[src/rtl/read_sense_ctrl.sv]
`default_nettype none
// ============================================================================
//  Module     : read_sense_ctrl
//  Description: Sequences one SRAM read (precharge, wordline/develop, sense)
//               and resolves each column's differential bitline pair into a
//               latched data word, an error flag and a one-cycle valid pulse.
//  Revision   : 1.0 - initial release
// ============================================================================
module read_sense_ctrl #(
    parameter int COLS       = 8,
    parameter int PRE_CYCLES = 2,
    parameter int DEV_CYCLES = 3
) (
    input  logic            clk,
    input  logic            rst,
    input  logic            rd_req,
    input  logic            rd_abort,
    output logic            rd_ready,
    input  logic [COLS-1:0] bl_rd,
    input  logic [COLS-1:0] blb_rd,
    output logic            precharge_en,
    output logic            wl_en,
    output logic            sae,
    output logic [COLS-1:0] data_out,
    output logic            data_valid,
    output logic            rd_err
);

    // One shared phase counter, sized for the longer of the two timed phases.
    localparam int CNT_MAX = (PRE_CYCLES > DEV_CYCLES) ? PRE_CYCLES : DEV_CYCLES;
    localparam int CNT_W   = $clog2(CNT_MAX + 1);

    localparam logic [CNT_W-1:0] c_pre_last = CNT_W'(PRE_CYCLES - 1);
    localparam logic [CNT_W-1:0] c_dev_last = CNT_W'(DEV_CYCLES - 1);

    typedef enum logic [2:0] {
        S_IDLE  = 3'd0,
        S_PRE   = 3'd1,
        S_DEV   = 3'd2,
        S_SENSE = 3'd3,
        S_DONE  = 3'd4
    } state_t;

    state_t           r_state;
    state_t           w_next_state;
    logic [CNT_W-1:0] r_cnt;
    logic [CNT_W-1:0] w_next_cnt;

    // Column resolution: a proper differential gives bl; a collapsed pair reads 0 and flags an error.
    logic [COLS-1:0]  w_data;
    logic             w_err;

    assign w_data = bl_rd & ~blb_rd;
    assign w_err  = |(~(bl_rd ^ blb_rd));

    // State and phase counter register; reset drops all control outputs immediately.
    always_ff @(posedge clk or posedge rst) begin
        if (rst) begin
            r_state <= S_IDLE;
            r_cnt   <= '0;
        end else begin
            r_state <= w_next_state;
            r_cnt   <= w_next_cnt;
        end
    end

    // Next-state logic; abort wins over everything except the DONE pulse.
    always_comb begin
        w_next_state = r_state;
        w_next_cnt   = r_cnt;
        case (r_state)
            S_IDLE: begin
                if (rd_req && !rd_abort) begin
                    w_next_state = S_PRE;
                    w_next_cnt   = '0;
                end
            end
            S_PRE: begin
                if (rd_abort) begin
                    w_next_state = S_IDLE;
                end else if (r_cnt == c_pre_last) begin
                    w_next_state = S_DEV;
                    w_next_cnt   = '0;
                end else begin
                    w_next_cnt   = r_cnt + 1'b1;
                end
            end
            S_DEV: begin
                if (rd_abort) begin
                    w_next_state = S_IDLE;
                end else if (r_cnt == c_dev_last) begin
                    w_next_state = S_SENSE;
                    w_next_cnt   = '0;
                end else begin
                    w_next_cnt   = r_cnt + 1'b1;
                end
            end
            S_SENSE: begin
                w_next_state = rd_abort ? S_IDLE : S_DONE;
            end
            S_DONE: begin
                w_next_state = S_IDLE;
            end
            default: begin
                w_next_state = S_IDLE;
            end
        endcase
    end

    // Moore outputs decoded from the registered state only.
    assign rd_ready     = (r_state == S_IDLE);
    assign precharge_en = (r_state == S_PRE);
    assign wl_en        = (r_state == S_DEV) || (r_state == S_SENSE);
    assign sae          = (r_state == S_SENSE);
    assign data_valid   = (r_state == S_DONE);

    // Capture the resolved word on the closing edge of SENSE unless the read is aborted.
    always_ff @(posedge clk or posedge rst) begin
        if (rst) begin
            data_out <= '0;
            rd_err   <= 1'b0;
        end else if ((r_state == S_SENSE) && !rd_abort) begin
            data_out <= w_data;
            rd_err   <= w_err;
        end
    end

endmodule
`default_nettype wire
[config.mk]
export PLATFORM = sky130hd
export DESIGN_NAME = read_sense_ctrl
export DESIGN_NICKNAME = d
export VERILOG_FILES = /design/src/rtl/read_sense_ctrl.sv
export SDC_FILE = /design/constraint.sdc
export NUM_CORES = 1
export LEC_CHECK = 0
export CORE_MARGIN = 2
export CORE_UTILIZATION = 46
export DETAILED_ROUTE_END_ITERATION = 12
export PLACE_DENSITY = 0.94
export SETUP_SLACK_MARGIN = 0.15
export SLEW_MARGIN = 15
export SYNTH_ARGS = -nofsm -noshare
export SYNTH_HDL_FRONTEND = slang
export SYNTH_SLANG_ARGS = --single-unit
[constraint.sdc]
create_clock -name clk -period 4.1 [get_ports clk]
set_clock_uncertainty 0.1 [all_clocks]
set_input_delay 0.82 -clock clk [delete_from_list [all_inputs] [get_ports clk]]
set_output_delay 0.82 -clock clk [all_outputs]
set_load 0.01 [all_outputs]
==> flow_metrics.tcl, run 1 <==
set metrics [dict create \
    status "complete, no violations" \
    antenna_found_initial 0 \
    synth_compound_area_frac 0.0823 \
    fin_util 0.700 \
    groute.usage.overall 0.185 \
    cts_max_level 1 \
    grt_max_degree 16 \
    yosysWarnings 0 \
    wirelength_mm 1.65 \
    setup_viol 0 \
    worst_slack_ps 1470 \
    layout_common_cells "clkdlybuf4s50_1 (33), dfrtp_1 (14), inv_1 (11)" \
    final_area_um2 1220 \
    ant_nets 0 \
    drv_cap 0 \
    r2r-start "r_state[1]$_DFFE_PP0P_" \
    met2_usage 0.297 \
    synth.distinct_cells 27 \
    yosysTopAreaCell "dfrtp_1" \
    seq_area_frac_synth 0.404 \
    crit_type "flop to output pin" \
    viasPerCell 4.88 \
    ff2ff_path_depth 2 \
    yosys.area_share.simple 0.170 \
    setup_tns_ps 0 \
    fin_nets 142 \
    p_per_area_nw_per_um2 526 \
    grt_pass1_wl_mm 2.82 \
    cts-root-buf "clkbuf_4" \
    cp.arrival_ps 1710 \
    synth_top_family_by_area "simple AND/OR/NAND/NOR gates" \
    p_leak_uw 0.000549 \
    grt_pass1_vias 665 \
    final_max_slew_viol_count 0 \
    dpl_cell_area_um2 1200 \
    std_cell_rows 15 \
    max_slew_margin 0.448 \
    min_period_over_period 0.642 \
    wl_per_cell_um 12.1 \
    rsz0062_at_grt "no" \
    yosys.area_share.adder 0.115 \
    synth_top_area_frac 0.404 \
    drt_iter0_drc 0 \
    tightest_slew_ps 826 \
    fp.dieH_um 47.4 \
    cts_hold_buf 0 \
    final_common_cell "clkdlybuf4s50_1" \
    antenna_cells 0 \
    cts_tree "done" \
    r2r_slack_ps 2040 \
    min_from "data_out[3]$_DFFE_PP0P_" \
    syn_nets 109 \
    cts-resized-gates 0 \
    start_util 0.497 \
    setup.worst_path.end_class "output pin" \
    peakVddDrop_mv 0.380 \
    synthMuxAreaShare 0.146 \
    met3_usage 0.0377 \
    drc 0 \
    crit_fanout 15 \
    overflow 0 \
    hpwlAfterDp_mm 1.34 \
    cts.clk_slew.worst_paths_ps 70 \
    io_pins 34 \
    worstSetupStartpoint "r_state[1]$_DFFE_PP0P_" \
    numPortBuffers 33 \
    dieArea_um2 2250 \
    endpoint "data_valid" \
    avgSynthCellArea_um2 10.7 \
    required_ps 3180 \
    startpoint_type "flop" \
    routabilityCongestion 0.771 \
    clk_latency_ps 260 \
    clock.fmax_ghz 0.380 \
    die_x_um 47.4 \
    detail_route.first_pass.iterations 1 \
    drive_gt1_frac 0.0982 \
    num_vias 668 \
    min_path_type "flop to flop" \
    r2r_end "data_out[3]$_DFFE_PP0P_" \
    postSynthCellCount 81 \
    synth_area_um2 867 \
    design.core.area_um2 1750 \
    holdWs_ps 404 \
    cts_num_sinks 14 \
    hold_path_depth 1 \
    fin_crit_ps 2630 \
    cts_setup_buffers 0 \
    synth_top_cells_by_area "dfrtp_1 (40%), mux2_4 (12%), ha_1 (12%), inv_1 (4.8%), nor3_1 (3.5%)" \
    hold_violations 0 \
    ys_ff_latch 14 \
    pre_cts_ws_ps 1250 \
    cts_buffers 3 \
    synth_xor_area_frac 0 \
    grt_use_met1 0.240 \
    cts.path.max_buffers 2 \
    areaGrowthSynthToFinish_pct 40.8 \
    busiest_layer "met2" \
]
## per-stage QoR
| stage | instances | power [uW] |
|---|---|---|
| detailed placement | 134 | 575 |
| CTS | 137 | 649 |
| finish | 137 | 643 |
| global placement | 134 | 564 |
| floorplan | 81 | 424 |
| global route | 137 | 691 |
## area by class of cell
cell class              instances  area (um^2)
clock buffers                   3         22.5
fillers                       123          524
inverters                      11         41.3
multi-input cells              51          445
flip-flops and latches         14          350
well taps                      25         31.3
repair buffers                 33          330
## kinds of logic after synthesis
logic type | after synthesis
fa+ha+maj | 8
mux | 9
compound gates | 10
simple gates | 24
buf+inv | 16
flops | 14
## power by group
part | switching, uW | leakage (uW) | internal, uW
combinational | 111 | 0.000352 | 203
sequential | 66.1 | 0.000183 | 192
clock | 36.0 | 0.0000138 | 33.9
total | 214 | 0.000549 | 429
## cells in the mapped netlist
cell type and count:
a211oi_1 1, a21oi_1 1, a221o_1 1, a31oi_1 1
a32oi_1 1, and2_1 2, buf_2 3, buf_6 1
clkbuf_1 1, dfrtp_1 14, ha_1 8, inv_1 11
mux2_1 1, mux2_4 7, mux2i_1 1, nand2b_1 3
nor2_1 6, nor2b_1 1, nor3_1 6, nor3b_1 1
nor4_1 4, nor4bb_4 1, o211ai_1 1, o21ai_0 1
o21ai_1 1, o31a_1 1, o31ai_1 1
## worst min path at each step
stage                                    endpoint  slack [ps]
after floorplan           data_out[3]$_DFFE_PP0P_         430
after global placement    data_out[3]$_DFFE_PP0P_         380
after detailed placement  data_out[3]$_DFFE_PP0P_         380
after CTS                 data_out[3]$_DFFE_PP0P_         410
after global routing      data_out[3]$_DFFE_PP0P_         440
final                     data_out[3]$_DFFE_PP0P_         400
## flip-flops by register name (all words and copies together) (netlist names)
signal / count
data_out: 8
rd_err: 1
r_state: 3
r_cnt: 2
## per-layer routing
metal  vias to the layer above  part of all wire  routed length, um
li1                        346                 -                  -
met1                       288              0.47                774
met2                        32              0.46                759
met3                         2             0.064                106
met4                         0            0.0061                 10
met5                         -                 0                  0
## critical path, cell delays in order (launching register included)
cell,delay [ps]
dfrtp_1,540
nor2_1,240
and2_1,150
clkdlybuf4s50_1,530
No activity file was read; power rests on OpenSTA's default activity.
==> run 2, diff against run 1 <==
--- a/config.mk
+++ b/config.mk
@@ -6,9 +6,9 @@
 export NUM_CORES = 1
 export LEC_CHECK = 0
 export CORE_MARGIN = 2
-export CORE_UTILIZATION = 46
+export CORE_UTILIZATION = 38
 export DETAILED_ROUTE_END_ITERATION = 12
-export PLACE_DENSITY = 0.94
+export PLACE_DENSITY = 0.84
 export SETUP_SLACK_MARGIN = 0.15
 export SLEW_MARGIN = 15
 export SYNTH_ARGS = -nofsm -noshare
==> constraint.sdc (replaced) <==
create_clock -name clk -period 2.1 [get_ports clk]
set_clock_uncertainty 0.1 [all_clocks]
set_input_delay 0.42 -clock clk [delete_from_list [all_inputs] [get_ports clk]]
set_output_delay 0.42 -clock clk [all_outputs]
set_load 0.01 [all_outputs]
==> flow_metrics.tcl, run 2 (synthesized netlist as in run 1, its figures left out) <==
set metrics [dict create \
    status "complete, no violations" \
    p_sw_frac 0.329 \
    cts.path.max_buffers 2 \
    routabilityCongestion 0.729 \
    fin_nets 155 \
    io_pins 34 \
    path_buf_inv 2 \
    regMostFlops "data_out" \
    cp.depth 4 \
    finalNonFillerCells 154 \
    die_x_um 51.8 \
    final_common_cell "clkdlybuf4s50_1" \
    design.core.area_um2 2190 \
    p_int_uw 950 \
    required_ps 1580 \
    drv_cap 0 \
    max_stage_delay_ps 430 \
    wirelength_mm 1.98 \
    worst_slack_ps 227 \
    clkPwrFrac 0.132 \
    dieArea_um2 2680 \
    setup_tns_ps 0 \
    cts-root-buf "clkbuf_4" \
    grt_pass1_wl_mm 3.12 \
    p_per_area_nw_per_um2 1040 \
    fin_util 0.621 \
    cp.arrival_ps 1350 \
    start_util 0.396 \
    path_cells "buf_4, nand2b_1, nor2_1, clkdlybuf4s15_1" \
    peakVddDrop_mv 0.668 \
    min_period_over_period 0.892 \
    clock.fmax_ghz 0.534 \
    cts.clk_slew.worst_paths_ps 80 \
    finalPower_uw 1420 \
    crit_fanout 4 \
    detail_route.first_pass.iterations 4 \
    antenna_cells 0 \
    critPathTopFamily "flip-flops" \
    cts_num_sinks 14 \
    p_leak_uw 0.000650 \
    layout_common_cells "clkdlybuf4s50_1 (28), buf_4 (12), inv_1 (11), dfrtp_1 (11), ha_1 (8)" \
    grt_max_degree 15 \
    overflow 0 \
    startpoint_type "flop" \
    cts_hold_buf 0 \
    min_path_type "input pin to async pin" \
    antenna_found_initial 0 \
    fillers 200 \
    reg_top3 "data_out (8), r_state (3), r_cnt (2)" \
    p_switching_uw 465 \
    fp.dieH_um 51.8 \
    hold_violations 0 \
    groute.usage.overall 0.159 \
    clk_latency_ps 270 \
    cts_tree "done" \
    hpwlAfterDp_mm 1.45 \
    numPortBuffers 33 \
    slowest_stage "dfrtp_2" \
    tightest_slew_ps 504 \
    grt_pass1_vias 744 \
    rsz0062_at_grt "no" \
    seqPwrFrac 0.340 \
    largest_reg_flops 8 \
    viasPerCell 4.80 \
    drt_iter0_drc 13 \
    cts_max_level 1 \
    max_slew_margin 0.664 \
    pre_cts_ws_ps 115 \
    num_vias 739 \
    setup.worst_path.end_class "output pin" \
    drc 0 \
    std_cell_rows 17 \
    areaGrowthSynthToFinish_pct 56.9 \
    fin_crit_ps 1870 \
    ff2ff_path_depth 5 \
    ant_nets 0 \
    cts_buffers 3 \
    crit_type "flop to output pin" \
    wl_per_cell_um 12.8 \
    power_frac_comb 0.528 \
    final_max_slew_viol_count 0 \
    setup_viol 0 \
    drive_gt1_frac 0.230 \
    dp_cells 142 \
]
[run 2: through the flow]
| stage | cell area (um^2) | hold WS [ps] |
|---|---|---|
| global route | 1360 | 414 |
| CTS | 1330 | 381 |
| global placement | 1250 | 374 |
| floorplan | 867 | 209 |
| detailed placement | 1250 | 397 |
| finish | 1360 | 366 |
[run 2: per-layer routing]
metal	vias to the layer above	wire length, um	GRT usage
li1	371	-	-
met1	335	854	0.187
met2	31	974	0.278
met3	2	136	0.0345
met4	0	9	0.0658
met5	-	0	0
[run 2: final timing paths]
| check | slack [ps] | startpoint | end |
|---|---|---|---|
| worst max-delay path | 230 | r_state[2]$_DFFE_PP0P_ | sae |
| worst min-delay path | 370 | rst | rd_err$_DFFE_PP0P_ |
| worst max register to register | 410 | r_state[1]$_DFFE_PP0P_ | r_cnt[1]$_DFFE_PP0P_ |
| worst min register to register | 420 | data_out[4]$_DFFE_PP0P_ | data_out[4]$_DFFE_PP0P_ |
| max in group asynchronous | 1170 | rst | r_state[0]$_DFFE_PP0P_ |
| min in group clk | 420 | data_out[4]$_DFFE_PP0P_ | data_out[4]$_DFFE_PP0P_ |
[run 2: timing repair]
item	CTS	global route
hold endpoints to repair	0	0
endpoints found under the setup margin	5	3
resized for setup	8	4
setup buffers	5	3
[run 2: worst reg2reg max path, cell delays in order (launching register included)]
cell and delay [ps]:
dfrtp_2 470, buf_4 160, buf_4 140, a211oi_1 260, o31ai_1 130, a221o_1 310
[run 2: cell type report]
| type | count | area (um^2) | area share |
|---|---|---|---|
| Sequential cell | 14 | 354 | 0.260 |
| Inverter | 11 | 41.3 | 0.0304 |
| Clock buffer | 4 | 36.3 | 0.0267 |
| Timing Repair Buffer | 46 | 440 | 0.324 |
| Tap cell | 28 | 35.0 | 0.0258 |
| Multi-Input combinational cell | 51 | 453 | 0.333 |
[run 2: power groups by stage]
stage	clock network (uW)	logic [uW]	registers, uW
after global placement	0	656	482
after detailed placement	0	676	482
after global routing	201	807	500
final	186	748	481
after CTS	192	693	483
after floorplan	0	347	480
